$ cat src/rtl/io_change_detect.sv
// -----------------------------------------------------------------------------
// io_change_detect
//   Port change detector for the input side of a bidirectional I/O port.
//   Raw pin values are synchronized, compared against a snapshot taken at the
//   last CPU port read, and any difference on monitored bits must stay stable
//   for DEBOUNCE_CYCLES cycles before a sticky change flag (and irq) is raised.
//   A CPU read of the port re-arms the detector by re-taking the snapshot.
//
// Optional feature macro: IOC_CAUSE_CAPTURE_EN
//   When defined, adds a 'cause' output that accumulates the bits responsible
//   for each qualified change; cleared together with change_flag.
//
// Ports:
//   clock        in   system clock, rising edge
//   reset_n      in   asynchronous active-low reset
//   pin_in       in   [WIDTH] raw pad values
//   inout_sel    in   [WIDTH] direction per bit, 1 = input (monitored)
//   change_en    in   [WIDTH] per-bit change-detect enable
//   global_ie    in   interrupt enable
//   read_strobe  in   CPU port-read pulse (re-arms the detector)
//   flag_clear   in   clears change_flag (and cause)
//   port_value   out  [WIDTH] synchronized pin value
//   change_flag  out  sticky qualified-change flag
//   irq          out  change_flag & global_ie
//   busy         out  high while the detector is not idle
//   cause        out  [WIDTH] accumulated change bits (IOC_CAUSE_CAPTURE_EN only)
// -----------------------------------------------------------------------------
module io_change_detect #(
  parameter int WIDTH           = 8,
  parameter int SYNC_STAGES     = 2,
  parameter int DEBOUNCE_CYCLES = 4
) (
  input  logic             clock,
  input  logic             reset_n,
  input  logic [WIDTH-1:0] pin_in,
  input  logic [WIDTH-1:0] inout_sel,
  input  logic [WIDTH-1:0] change_en,
  input  logic             global_ie,
  input  logic             read_strobe,
  input  logic             flag_clear,
  output logic [WIDTH-1:0] port_value,
  output logic             change_flag,
  output logic             irq,
  output logic             busy
`ifdef IOC_CAUSE_CAPTURE_EN
  ,
  output logic [WIDTH-1:0] cause
`endif
);

  // One extra bit over the minimum so DEBOUNCE_CYCLES-1 always fits.
  localparam int            CW       = $clog2(DEBOUNCE_CYCLES) + 1;
  localparam logic [CW-1:0] CNT_LAST = CW'(DEBOUNCE_CYCLES - 1);

  typedef enum logic [1:0] {
    ST_IDLE     = 2'd0,
    ST_DEBOUNCE = 2'd1,
    ST_ARMED    = 2'd2
  } state_e;

  logic [WIDTH-1:0] sync_r [SYNC_STAGES];
  logic [WIDTH-1:0] sync_s;
  logic [WIDTH-1:0] mask_s;
  logic [WIDTH-1:0] mismatch_s;
  logic [WIDTH-1:0] cand_diff_s;
  logic [WIDTH-1:0] cause_bits_s;

  state_e           state_r, state_nxt_s;
  logic [CW-1:0]    cnt_r, cnt_nxt_s;
  logic [WIDTH-1:0] cand_r, cand_nxt_s;
  logic [WIDTH-1:0] snap_r, snap_nxt_s;
  logic             flag_r, flag_nxt_s;
  logic             set_s;
  logic             busy_r;

  // Pin synchronizer chain; the last stage is the port value seen by the CPU.
  always_ff @(posedge clock or negedge reset_n) begin
    if (!reset_n) begin
      for (int i = 0; i < SYNC_STAGES; i++) begin
        sync_r[i] <= {WIDTH{1'b0}};
      end
    end else begin
      sync_r[0] <= pin_in;
      for (int i = 1; i < SYNC_STAGES; i++) begin
        sync_r[i] <= sync_r[i-1];
      end
    end
  end

  assign sync_s       = sync_r[SYNC_STAGES-1];
  assign mask_s       = inout_sel & change_en;
  assign mismatch_s   = (sync_s ^ snap_r) & mask_s;
  assign cand_diff_s  = (sync_s ^ cand_r) & mask_s;
  assign cause_bits_s = (cand_r ^ snap_r) & mask_s;

  // Detector next-state: a port read overrides every FSM transition.
  always_comb begin
    state_nxt_s = state_r;
    cnt_nxt_s   = cnt_r;
    cand_nxt_s  = cand_r;
    snap_nxt_s  = snap_r;
    set_s       = 1'b0;
    if (read_strobe) begin
      snap_nxt_s  = sync_s;
      state_nxt_s = ST_IDLE;
      cnt_nxt_s   = {CW{1'b0}};
    end else begin
      case (state_r)
        ST_IDLE: begin
          if (mismatch_s != {WIDTH{1'b0}}) begin
            state_nxt_s = ST_DEBOUNCE;
            cnt_nxt_s   = {CW{1'b0}};
            cand_nxt_s  = sync_s;
          end else begin
            state_nxt_s = ST_IDLE;
          end
        end
        ST_DEBOUNCE: begin
          if (mismatch_s == {WIDTH{1'b0}}) begin
            // Pin went back to the snapshot (or lost its mask bit): glitch.
            state_nxt_s = ST_IDLE;
          end else if (cand_diff_s != {WIDTH{1'b0}}) begin
            // Pins moved again mid-debounce: restart on the new value.
            cand_nxt_s = sync_s;
            cnt_nxt_s  = {CW{1'b0}};
          end else if (cnt_r == CNT_LAST) begin
            set_s       = 1'b1;
            state_nxt_s = ST_ARMED;
          end else begin
            cnt_nxt_s = cnt_r + CW'(1);
          end
        end
        ST_ARMED: begin
          state_nxt_s = ST_ARMED;
        end
        default: begin
          state_nxt_s = ST_IDLE;
          cnt_nxt_s   = {CW{1'b0}};
        end
      endcase
    end
  end

  // Sticky flag: a qualify in the same cycle as flag_clear wins.
  always_comb begin
    if (set_s) begin
      flag_nxt_s = 1'b1;
    end else if (flag_clear) begin
      flag_nxt_s = 1'b0;
    end else begin
      flag_nxt_s = flag_r;
    end
  end

  // Detector state registers.
  always_ff @(posedge clock or negedge reset_n) begin
    if (!reset_n) begin
      state_r <= ST_IDLE;
      cnt_r   <= {CW{1'b0}};
      cand_r  <= {WIDTH{1'b0}};
      snap_r  <= {WIDTH{1'b0}};
      flag_r  <= 1'b0;
      busy_r  <= 1'b0;
    end else begin
      state_r <= state_nxt_s;
      cnt_r   <= cnt_nxt_s;
      cand_r  <= cand_nxt_s;
      snap_r  <= snap_nxt_s;
      flag_r  <= flag_nxt_s;
      busy_r  <= (state_nxt_s != ST_IDLE);
    end
  end

`ifdef IOC_CAUSE_CAPTURE_EN
  logic [WIDTH-1:0] cause_r, cause_nxt_s;

  // Cause accumulation: on a clear/qualify collision only the new bits remain.
  always_comb begin
    if (flag_clear) begin
      cause_nxt_s = set_s ? cause_bits_s : {WIDTH{1'b0}};
    end else if (set_s) begin
      cause_nxt_s = cause_r | cause_bits_s;
    end else begin
      cause_nxt_s = cause_r;
    end
  end

  // Cause register.
  always_ff @(posedge clock or negedge reset_n) begin
    if (!reset_n) begin
      cause_r <= {WIDTH{1'b0}};
    end else begin
      cause_r <= cause_nxt_s;
    end
  end

  assign cause = cause_r;
`else
  // Cause bits are only consumed when cause capture is built in.
  logic unused_cause_s;
  assign unused_cause_s = ^cause_bits_s;
`endif

  assign port_value  = sync_s;
  assign change_flag = flag_r;
  assign irq         = flag_r & global_ie;
  assign busy        = busy_r;

endmodule

$ cat config.mk
export PLATFORM = sky130hd
export DESIGN_NAME = io_change_detect
export DESIGN_NICKNAME = d
export VERILOG_FILES = /design/src/rtl/io_change_detect.sv
export SDC_FILE = /design/constraint.sdc
export NUM_CORES = 1
export LEC_CHECK = 0
export CAP_MARGIN = 20
export CORE_MARGIN = 2
export CORE_UTILIZATION = 52
export DETAILED_ROUTE_END_ITERATION = 10
export PLACE_DENSITY_LB_ADDON = 0.3
export SYNTH_ARGS = -nofsm -noshare
export SYNTH_HDL_FRONTEND = slang
export SYNTH_SLANG_ARGS = --single-unit
$ cat constraint.sdc
create_clock -name clock -period 3.4 [get_ports clock]
set_input_delay 0.85 -clock clock [delete_from_list [all_inputs] [get_ports clock]]
set_output_delay 0.85 -clock clock [all_outputs]
set_load 0.03 [all_outputs]
# Word level (Yosys, flattened, before mapping)
# Cells that the tools add are included.
# W data, S select, Z words.
[word_totals]
regBits = 39
input_bits = 29
wordCells = 58
[classes]
n_addsub = 1
n_eq_ne = 10
muxes = 23
n_bitwise = 7
n_reduce_logical = 9
[ops]
columns = ["operator", "n"]
rows = [
  ["$and A8 B8 Y8", 3],
  ["$mux W8", 3],
  ["$pmux W8 S2", 1],
  ["$reduce_bool A8 Y1", 2],
  ["$xor A8 B8 Y8", 2],
  ["$mux W3", 5],
  ["$pmux W3 S3", 1],
  ["$logic_not A8 Y1", 1],
  ["$mux W1", 8],
  ["$mux W2", 4],
  ["$ne A2 B2 Y1 const B", 4],
  ["$ne A3 B3 Y1 const B", 2],
  ["$pmux W2 S3", 1],
  ["$reduce_bool A2 Y1", 3],
  ["$reduce_and A5 Y1", 1],
  ["$ne A4 B4 Y1 const B", 1],
  ["$reduce_and A4 Y1", 1],
  ["$add A3 B1 Y3 const B", 1],
  ["$eq A3 B2 Y1 const B", 1],
  ["$eq A2 B1 Y1 const B", 1],
  ["$eq A2 B2 Y1 const B", 1],
  ["$logic_not A2 Y1", 1],
  ["$and A1 B1 Y1", 1],
  ["$not A1 Y1", 1],
]

# Logic depth before layout (Yosys ltp)
# Gate-level depths: netlist (run 1).
[depth]
word_depth = 8
mapped_depth = 6

# Least setup slack after synthesis (run 1)
# No wires, ideal clock.
[synth_timing]
path_type = "in2reg"
from = "in inout_sel[6]"
to = "reg cand_r[0]"
arrival_ns = 2.010
required_time_ns = 3.275
slack_ns = 1.266
cell_stages = 6
n_path_buf = 0
cell_sequence = "nand2_1 o22ai_1 nor4_2 or3_4 nor2_8 mux2_2"
[synth_via]
elab_chain_cells = 5
[synth_rtl]
columns = ["item", "line", "rtl"]
rows = [
  ["start, declared", "36", "input logic [WIDTH-1:0] inout_sel,"],
  ["$and A8 B8 Y8 (*)", "91", "assign mask_s = inout_sel & change_en;"],
  ["$and A8 B8 Y8 (on tied branches)", "93, 92", ""],
  ["$reduce_bool A8 Y1 (tied with other cells)", "122", "end else if (cand_diff_s != {WIDTH{1'b0}}) begin"],
  ["$ne A2 B2 Y1 (no source line)", "--", ""],
  ["$reduce_and A5 Y1 (no source line) (*)", "--", ""],
  ["end signal, assigned", "160", "cand_r <= {WIDTH{1'b0}};"],
  ["end signal, assigned", "167", "cand_r <= cand_nxt_s;"],
  ["end, declared", "70", "logic [WIDTH-1:0] cand_r, cand_nxt_s;"],
]
# Every way passes the cells marked *; elsewhere a longest branch is shown, timed or not.
# A chain may end at the register's enable or synchronous reset.

# Final worst setup path (run 1)
[layout_timing]
from = "in global_ie"
to = "out irq"
[layout_via]
elab_chain_cells = 1
[layout_rtl]
columns = ["item", "line", "rtl"]
rows = [
  ["start, declared", "38", "input logic global_ie,"],
  ["$and A1 B1 Y1", "206", "assign irq = flag_r & global_ie;"],
  ["end, declared", "43", "output logic irq,"],
]
# Every way passes these cells.

==> flow_summary.ini, run 1 <==
[setup_path]
ff2ff_path_depth = 6
crit_buf_inv = 2
cp_slowest_cell = clkdlybuf4s50_1
cp-start-kind = input port
cp.required_ns = 2.55
crit_top_cell = clkdlybuf4s50_1
path_cells = clkdlybuf4s50_1 > and2_1 > clkdlybuf4s50_1
max_stage_delay_ns = 0.66
worstSetupEndpointType = primary output
r2r_slack_ns = 1.44
r2r-end = cand_r[1]$_DFFE_PN0P_
crit_type = input port to primary output
r2r_start = port_value[4]$_DFF_PN0_
cp_top_family = buffers and inverters
arrival_ns = 2.07
critPathMaxFanout = 1

[clock_tree]
postCtsResizedCells = 0
cts_root_buf = clkbuf_4
worstSkewPairLatency_ns = 0.36
cts.sinks = 39
cts_setup_buffers = 0
tritoncts = built
clk_path_buf_depth = 2
htree_num_levels = 2
numCtsBuffers = 5
postCtsHoldBufs = 0
cts.reportedPaths.clkPinSlew_ns = 0.11

[drt]
wirelength_mm = 2.920
vias = 1044
vias_per_cell = 4.995
ant_nets = 0
drc = 0
dr.pass1.iters = 4
drtIter0Drc = 30
routedWlPerCell_um = 13.97

[timing]
clock_skew_ns = 0.007254
worstMarginPinSlew_ns = 0.8193
fin_crit_sh_pct = 85.81
slew_headroom_pct = 45.38
fin_crit_ns = 2.918
whs_ns = 0.3601
max_freq_mhz = 342.8
rsz0062_at_grt = no
drv_slew = 0
finalHoldViolations = 0
setup_viol = 0
fin_tns_setup_ns = 0

[place]
gp_congestion = 0.7081
dp_hpwl_mm = 2.175
port-buffer-count = 39

[job]
cap_violations = 0

[layout]
drive_gt1_share_pct = 18.79
area_delta_synth_final_pct = 26.48
fillCellCount = 256
final_net_count = 195
antenna_cells = 0

[synth]
synth_common_cells = dfrtp_1 (39), mux2_2 (17), xnor2_1 (16)
synth_top_cell_by_area = dfrtp_1
synth_edf_count = 0
synth_ff_type = dfrtp_1
ys_types = 24
yosysWarnings = 0
yosys-top-cells-area = dfrtp_1 (59%), mux2_2 (11%), xnor2_1 (8.4%), buf_4 (3.6%), o22ai_1 (2.6%)
syn_area_per_cell_um2 = 13.24
syn_nets = 157
async_flop_share_pct = 100.0
synth.most_common_cell = dfrtp_1
syn_inst = 126
synth_area_um2 = 1668
yosysTopAreaCellShare_pct = 58.51
ys_seq_area_share_pct = 58.51
yosys_register_bits = 39

[die]
fp.dieH_um = 60.64
die_w_um = 60.64
initial_utilization_pct = 54.63
coreArea_um2 = 3053
fp-row-count = 20
die-area_um2 = 3677
ios = 40

[grt]
grtUsageTotal_pct = 18.90
grt_pass1_vias = 1119
grt_pass1_wl_mm = 4.836
grt_start_max_net_pins = 40
antenna_found_initial = 0
grt_overflow_total = 0

[power]
ir_drop_v = 0.0003006
powerDensity_nw_per_um2 = 482.4
p_leak_nw = 0.8716

[status]
status = finished clean

[hold_path]
hold_path.class = flop to flop
min_path_cells = 0
whs_endpoint = port_value[2]$_DFF_PN0_
hp-start = sync_r[10]$_DFF_PN0_
[cells by family (layout without fill, tap and decap cells)]
kind of cell               after synthesis  after routing  share of synthesized area, %
xor gates and xnor gates                16             16                         8.402
buffers and inverters                   13             52                         4.726
and+or+nand+nor                         26             26                         10.20
adders and majority gates                2              2                         1.500
muxes                                   18             18                         12.08
AOI/OAI and AO/OA                       12             12                         4.576
DFF                                     39             39                         58.51
[area by class of cell]
type / instances / area, um^2 / share of cell area [%]
multi-input combinational: 74 / 613.1 / 29.06
tap: 44 / 55.05 / 2.610
inverter: 4 / 15.01 / 0.7117
clock buffer: 5 / 37.54 / 1.779
sequential: 39 / 975.9 / 46.26
timing repair buffer: 40 / 392.9 / 18.62
clock inverter: 3 / 20.02 / 0.9490
[report_power, final]
group	internal, W	leakage [nW]	switching, W	total, W
Combinational	0.000131	0.376	0.0000933	0.000224
Sequential	0.000518	0.468	0.0000375	0.000556
Clock	0.0000789	0.0272	0.000159	0.000238
[state kept, by name (all words and copies together) (netlist names)]
register     count
cnt_r            3
change_flag      1
port_value       8
cand_r           8
sync_r           8
busy             1
state_r          2
snap_r           8
[stage by stage]
stage	setup WS, ns	std cells	area (um^2)	util [%]	total power [W]
final	0.4825	209	2110	69.10	0.001018
after global placement	0.4849	201	2052	67.21	0.0007810
after CTS	0.4760	209	2110	69.10	0.001028
after global routing	0.4522	209	2110	69.10	0.001073
after detailed placement	0.4833	201	2052	67.21	0.0007902
after floorplan	1.266	126	1668	-	0.0007150
[layer usage]
| metal | global-route usage, % | share of wire [%] |
|---|---|---|
| met3 | 6.610 | 4.8 |
| met5 | 0 | 0 |
| met2 | 30.88 | 53 |
| met1 | 21.68 | 41 |
| met4 | 10.56 | 2.1 |
[how the worst max path moves through the flow]
stage	from	to	slack, ns	depth (start not counted)
floorplan	inout_sel[6]	cand_r[0]$_DFFE_PN0P_	1.27	6
global placement	global_ie	irq	0.48	3
detailed placement	global_ie	irq	0.48	3
CTS	global_ie	irq	0.48	3
global route	global_ie	irq	0.45	3
finish	global_ie	irq	0.48	3
[placed cells by master, fill, tap and decap left out]
cell	instances
a21oi_1	1
a22o_1	2
and2_1	1
buf_2	1
buf_4	1
clkbuf_4	5
clkdlybuf4s50_1	38
clkinv_2	1
clkinvlp_4	2
dfrtp_1	39
ha_1	2
inv_1	4
mux2_2	17
mux2i_1	1
nand2_1	11
nand2b_1	1
nand3b_1	1
nand4b_1	1
nor2_1	4
nor2_8	1
nor3_1	1
nor4_1	2
nor4_2	1
nor4b_4	1
o21ai_0	2
o22ai_1	7
or3_4	1
xnor2_1	16
Power figures use the tool's default switching activity.
==> inputs of run 2 (changes only) <==
--- a/config.mk
+++ b/config.mk
@@ -5,10 +5,12 @@
 export SDC_FILE = /design/constraint.sdc
 export NUM_CORES = 1
 export LEC_CHECK = 0
+export ABC_AREA = 1
 export CAP_MARGIN = 20
 export CORE_MARGIN = 2
-export CORE_UTILIZATION = 52
+export CORE_UTILIZATION = 54
 export DETAILED_ROUTE_END_ITERATION = 10
+export MAX_ROUTING_LAYER = met4
 export PLACE_DENSITY_LB_ADDON = 0.3
 export SYNTH_ARGS = -nofsm -noshare
 export SYNTH_HDL_FRONTEND = slang
==> flow_summary.ini, run 2 <==
[status]
status = finished clean

[drt]
dr.max_layer_used = met4
drt-met1-wl_mm = 1.460
vias = 1461
ant_nets = 0
dr.pass1.iters = 4
wirelength_mm = 3.270
met3_length_um = 179
routedWlPerCell_um = 10.41
drtIter0Drc = 55
vias_per_cell = 4.653
drc = 0
wl_met2_mm = 1.565

[setup_path]
cp-start-kind = input port
critPathMaxFanout = 1
cp_slowest_cell = clkdlybuf4s50_1
cp.required_ns = 2.55
arrival_ns = 2.07
worstSetupEndpointType = primary output
path_cells = clkdlybuf4s50_1 > nand2_1 > inv_1 > clkdlybuf4s50_1
max_stage_delay_ns = 0.65
crit_top_cell = clkdlybuf4s50_1
ff2ff_path_depth = 10
crit_type = input port to primary output

[clock_tree]
postCtsHoldBufs = 0
cts_setup_buffers = 0
tritoncts = built
postCtsResizedCells = 0
cts.reportedPaths.clkPinSlew_ns = 0.11
cts.sinks = 39
htree_num_levels = 2
worstSkewPairLatency_ns = 0.36
clk_path_buf_depth = 2
numCtsBuffers = 5
cts_root_buf = clkbuf_4

[power]
p_total_w = 0.001055
p_leak_nw = 1.205
ir_drop_v = 0.0003228
powerDensity_nw_per_um2 = 451.9

[hold_path]
hold_path.class = flop to flop
min_path_cells = 0

[synth]
yosysTopAreaCellShare_pct = 51.62
yosys-top-cells-area = dfrtp_1 (52%), nand2_1 (16%), inv_1 (7.5%), nand3_1 (5.6%), o21ai_2 (3.2%)
ys_seq_area_share_pct = 51.62
synth_edf_count = 0
synth_area_um2 = 1891
syn_inst = 232
synth_common_cells = nand2_1 (79), dfrtp_1 (39), inv_1 (38)
yosysWarnings = 0
syn_area_per_cell_um2 = 8.149
yosys_register_bits = 39
ys_types = 20
syn_nets = 263
async_flop_share_pct = 100.0
synth_ff_type = dfrtp_1
synth.most_common_cell = nand2_1
synth_top_cell_by_area = dfrtp_1

[die]
ios = 40
die-area_um2 = 3990
coreArea_um2 = 3337
fp.dieH_um = 63.17
initial_utilization_pct = 56.66
die_w_um = 63.17
fp-row-count = 21

[layout]
area_delta_synth_final_pct = 23.43
multiInputGateArea_um2 = 670.6
seq_area_um2 = 975.9
mostFrequentLayoutCell = nand2_1
finish.utilization_pct = 69.93
antenna_cells = 0
final_net_count = 299
drive_gt1_share_pct = 11.19
fillCellCount = 274
layout_common_cells = nand2_1 (79), dfrtp_1 (39), inv_1 (38), clkdlybuf4s50_1 (38), nand3_1 (21)

[timing]
slew_headroom_pct = 44.12
clock_skew_ns = 0.01056
rsz0062_at_grt = no
drv_slew = 0
max_freq_mhz = 342.5
finalHoldViolations = 0
fin_tns_setup_ns = 0
fin_crit_sh_pct = 85.87
setup_viol = 0
worstMarginPinSlew_ns = 0.8382
fin_crit_ns = 2.919

[grt]
grt_overflow_total = 0
antenna_found_initial = 0
grtUsageTotal_pct = 19.88
grt_pass1_vias = 1390
grt_pass1_wl_mm = 5.906
grt_start_max_net_pins = 40

[job]
cap_violations = 0

[place]
port-buffer-count = 39
gp_congestion = 0.8343
dp_hpwl_mm = 2.501
## run 2: cell types whose count changed after synthesis, moves of 16 or more
cell     previous run  this run
inv_1               4        38
nand3_1             0        21
mux2_2             17         0
nand2_1            11        79
xnor2_1            16         0
## run 2: routing by layer
layer | vias to the layer above | global-route usage [%]
met2 | 33 | 31.38
li1 | 766 | -
met1 | 654 | 23.69
met3 | 8 | 6.786
met5 | - | -
met4 | 0 | 7.609
## run 2: critical path, delay by kind of cell
kind	cells	cell delay, ns
buf+inv	3	1.16
simple gates	1	0.05
## run 2: final timing paths
check,end,from,slack (ns)
max,irq,global_ie,0.48
min,port_value[6]$_DFF_PN0_,sync_r[14]$_DFF_PN0_,0.36
max reg2reg,cand_r[7]$_DFFE_PN0P_,port_value[7]$_DFF_PN0_,1.79
min reg2reg,port_value[6]$_DFF_PN0_,sync_r[14]$_DFF_PN0_,0.36
max in group asynchronous,port_value[2]$_DFF_PN0_,reset_n,2.28
min in group asynchronous,port_value[4]$_DFF_PN0_,reset_n,0.57
## run 2: cell type report
class / instances / area share (%)
sequential: 39 / 41.82
multi-input combinational: 139 / 28.74
timing repair buffer: 40 / 16.84
inverter: 43 / 6.917
tap: 46 / 2.466
clock buffer: 5 / 1.609
clock inverter: 2 / 1.609
## run 2: metrics by stage
step	instances	worst slack (ns)	hold slack (ns)	instance area [um^2]
after floorplan	232	1.463	0.3312	1891
after global placement	307	0.5076	0.3324	2258
final	314	0.4805	0.3596	2333
after detailed placement	307	0.4762	0.3347	2258
after CTS	314	0.4755	0.3623	2333
after global routing	314	0.4458	0.3724	2333
## run 2: cells by family after synthesis
kind of cell             after synthesis  synth area share (%)
AO/OA/AOI/OAI                         17                 5.890
flip-flops                            39                 51.62
adder cells (fa/ha/maj)                2                 1.323
AND/OR/NAND/NOR                      120                 28.26
buffers and inverters                 54                 12.91
## run 2: power by group
group	leakage, nW	switching, W	internal [W]
logic	0.691	0.000129	0.0000916
registers	0.477	0.0000262	0.000509
clock network	0.0373	0.000148	0.000151
==> inputs of run 3 (changes only) <==
--- a/config.mk
+++ b/config.mk
@@ -6,7 +6,6 @@
 export NUM_CORES = 1
 export LEC_CHECK = 0
 export ABC_AREA = 1
-export CAP_MARGIN = 20
 export CORE_MARGIN = 2
 export CORE_UTILIZATION = 54
 export DETAILED_ROUTE_END_ITERATION = 10
==> results of run 3 <==
Same layout as run 2: the final DEF is identical, and so are final timing and power.
